==> config.mk <==
export PLATFORM = sky130hd
export DESIGN_NAME = fifo_rd_stream
export DESIGN_NICKNAME = d
export VERILOG_FILES = /design/src/rtl/fifo_rd_stream.sv
export SDC_FILE = /design/constraint.sdc
export NUM_CORES = 1
export LEC_CHECK = 0
export CAP_MARGIN = 40
export CORE_MARGIN = 2
export CORE_UTILIZATION = 52
export CTS_BUF_LIST = sky130_fd_sc_hd__clkbuf_4
export DETAILED_ROUTE_END_ITERATION = 6
export PLACE_DENSITY = 0.89
export SLEW_MARGIN = 20
export SYNTH_ARGS = -nofsm -noshare
export SYNTH_HDL_FRONTEND = slang
export SYNTH_SLANG_ARGS = --single-unit
==> constraint.sdc <==
create_clock -name clk -period 2.7 [get_ports clk]
set_clock_uncertainty 0.15 [all_clocks]
set_input_delay 0.54 -clock clk [delete_from_list [all_inputs] [get_ports clk]]
set_output_delay 0.54 -clock clk [all_outputs]
set_load 0.005 [all_outputs]
==> src/rtl/fifo_rd_stream.sv <==
// fifo_rd_stream: drains a 1-cycle-latency FIFO into a valid/ready stream through a 2-entry buffer
module fifo_rd_stream #(
  parameter int DATA_WIDTH = 16,
  parameter int CNT_WIDTH = 32
) (
  input  logic                  clk,
  input  logic                  areset_b,
  input  logic                  enable,
  input  logic                  fifo_empty,
  input  logic [DATA_WIDTH-1:0] fifo_data,
  output logic                  fifo_read,
  output logic                  m_valid,
  input  logic                  m_ready,
  output logic [DATA_WIDTH-1:0] m_data,
  output logic [CNT_WIDTH-1:0]  beat_count
);
  logic [1:0] occ, level;
  logic inflight, wptr, rptr, pop;
  logic [DATA_WIDTH-1:0] ent [2];
  assign m_valid = occ != 2'd0;
  assign m_data = ent[rptr];
  assign pop = m_valid & m_ready;
  assign level = occ + {1'b0, inflight} - {1'b0, pop};
  // gated by reset so no read can be lost while the buffer is being cleared
  assign fifo_read = areset_b & enable & ~fifo_empty & (level < 2'd2);
  always_ff @(posedge clk or negedge areset_b)
    if (!areset_b) begin
      occ <= 2'd0;
      inflight <= 1'b0;
      wptr <= 1'b0;
      rptr <= 1'b0;
      ent[0] <= '0;
      ent[1] <= '0;
      beat_count <= '0;
    end else begin
      inflight <= fifo_read;
      occ <= level;
      if (inflight) begin
        ent[wptr] <= fifo_data;
        wptr <= ~wptr;
      end
      if (pop) begin
        rptr <= ~rptr;
        beat_count <= beat_count + CNT_WIDTH'(1);
      end
    end
endmodule

==> metrics.cfg <==
[critical_path]
worst-endpoint-arrival_ps=2180
start_kind=flip-flop
critPathMaxFanout=2
critPathKind=flip-flop to output pin
critical_path_required_ps=2010
endpoint_kind=output pin

[synth]
syn_inst=230
yosysTopAreaCell=dfrtp_1
syn_area_sq_um=3060
syn_avg_cell_area_sq_um=13.3
synth_top_cell_area_share_pct=56.5
synth.most_common_cell=dfrtp_1
ys_ff_latch=69
synth_edf_count=0
synth.top_cells.by_area=dfrtp_1 (57%), mux2_2 (18%), xnor2_1 (9.2%), nand4_1 (3.7%), nand3_1 (1.5%)
synthTopCellsByCount=dfrtp_1 (69), mux2_2 (48), xnor2_1 (32)
syn_nets=254
synthArstFlopShare_pct=100
ys_types=26
synth_ff_type=dfrtp_1
yosys_warnings=0
ys_seq_area_share_pct=56.5

[drt]
vias=2156
wirelength_microns=6750
ant_nets=0
wire_per_inst_microns=17.2
drc=0
drt_iter0_drc=87
viasPerCell=5.49
drt_first_pass_iters=4

[clock_network]
clkTransAtPathRegs_ps=100
cts_buffers=9
cts.sinks=69
clock_latency_ps=400
htree_levels=3
clk_path_buf_depth=2
cts-root-buf=clkbuf_4
cts_tree=done

[power_and_ir_drop]
p_int_uw=2690
power_frac_comb_pct=40.4
p_sw_uw=1040
power_uw=3730
power_frac_seq_pct=42.3
peakVddDrop_mv=0.783
p_leak_uw=0.00175
power_frac_clock_pct=17.3
switching_share_pct=28.0
powerDensity_nw_per_um2=907

[grt]
grt_first_pass_wirelength_microns=10600
overflow=0
grt-busiest-layer=met2
grtUsageMet3_pct=6.74
grt_use_met2_pct=35.3
antenna_found_initial=0
grt_pass1_vias=2151
track_usage_pct=22.0
grt_max_degree=70
use_met1_pct=27.3

[floorplan]
fp.dieH_microns=80.7
die_area_sq_um=6510
die_w_microns=80.7
num_rows=27
io_pins=71
initial_utilization_pct=54.8
coreArea_sq_um=5570

[sta]
rsz0062_at_grt=yes
tightest_slew_ps=705
setup_ws_ps=-172
fmax_ghz=0.348
hold_viol=0
slew_violations=0
maxSlewHeadroom_pct=52.9
setup_viol=1
fin_crit_ps=2870
fin_crit_sh_pct=106
whs_ps=347

[finish]
fill_cells=382
num_antenna_cells=0
drive_gt1_share_pct=28.7
finalInstanceArea_sq_um=4120
regArea_sq_um=1730
syn2layout_area_growth_pct=34.7
multi_input_area_sq_um=1320
nets=341

[placed_design]
gp_congestion=0.796
dpl.hpwl_microns=4420
placed_area_sq_um=3870
port_buffers=70

[flow_run]
drv_cap=0

[hold_path]
hp-class=flip-flop to flip-flop

[status]
violations=negative setup slack
status=finished, violations left

## cell type report
class	count	share of cell area (%)
clock inverters	2	0.851
repair buffers	84	20.2
inverters	4	0.365
multi-input cells	149	32.1
flip-flops and latches	69	42.0
clock buffers	13	2.37
well taps	72	2.19
## logic make-up (layout without fill, tap and decap cells)
family | Yosys count | count (layout) | synth area share [%]
flops | 69 | 69 | 56.5
simple gates | 61 | 61 | 11.9
mux | 48 | 48 | 17.7
xor+xnor | 35 | 35 | 10.0
buf+inv | 12 | 103 | 2.13
fa+ha+maj | 3 | 3 | 1.23
compound gates | 2 | 2 | 0.532
## routing by layer
layer | wire [microns] | part of all wire, %
met3 | 359 | 5.3
met1 | 2840 | 42
met4 | 193 | 2.9
met2 | 3360 | 50
met5 | 0 | 0
## flip-flops by register name, summed over array words and instances, names as in the netlist
| name | count |
|---|---|
| inflight | 1 |
| wptr | 1 |
| occ | 2 |
| ent | 32 |
| rptr | 1 |
| beat_count | 32 |
## power groups by stage
stage	Sequential, uW	Clock (uW)	Combinational (uW)
6_report	1580	645	1510
4_1_cts	1580	667	1420
3_3_place_gp	1570	0	1340
2_1_floorplan	1530	0	706
3_5_place_dp	1600	0	1390
5_1_grt	1620	722	1630
## path summary, 6_finish.rpt
path | start | end | slack, ps | cells after the start
worst max-delay path | occ[1] | fifo_read | -170 | 9
worst min-delay path | inflight | wptr | 350 | 1
worst max register to register | beat_count[5] | beat_count[31] | 740 | 4
worst min register to register | inflight | wptr | 350 | 1
max in group asynchronous | areset_b | beat_count[7] | 1390 | 4
min in group asynchronous | areset_b | beat_count[29] | 500 | 3
## what timing repair did
item                                   CTS  global route
gates resized for setup                  7             8
setup endpoints to repair                1             5
endpoints found under the hold margin    0             9
pin swaps                                4             4
hold buffers                             0             1
buffers inserted                         2             1
## cell usage in the layout, fill, tap and decap left out, types with 2 or more instances in the layout
cell type	n
dfrtp_1	68
clkdlybuf4s50_1	67
mux2_2	48
xnor2_1	30
nand4_1	18
clkbuf_4	13
nand2_1	11
buf_4	11
nand3_1	9
and3_1	6
and4_1	4
nor2_1	3
xor2_1	3
inv_2	2
inv_1	2
nor3_2	2
and2_1	2
ha_4	2
buf_2	2
## worst max-delay path, stage by stage, from the launching register on
cell and delay [ps]:
dfrtp_1 430, o21ai_2 190, inv_2 80, ha_4 270
inv_2 40, ha_4 160, xnor2_4 130, xnor2_2 140
nor3_2 190, buf_2 150
## through the flow
step / setup slack [ps] / setup TNS (ps) / std cells / util [%]
6_report: -172 / -172 / 393 / 73.8
5_1_grt: -325 / -325 / 393 / 73.8
4_1_cts: -150 / -150 / 390 / 72.2
3_5_place_dp: -716 / -716 / 373 / 69.5
3_3_place_gp: -593 / -593 / 373 / 69.5
2_1_floorplan: 228 / 0 / 230 / -
(Power assumes the default switching activity.)
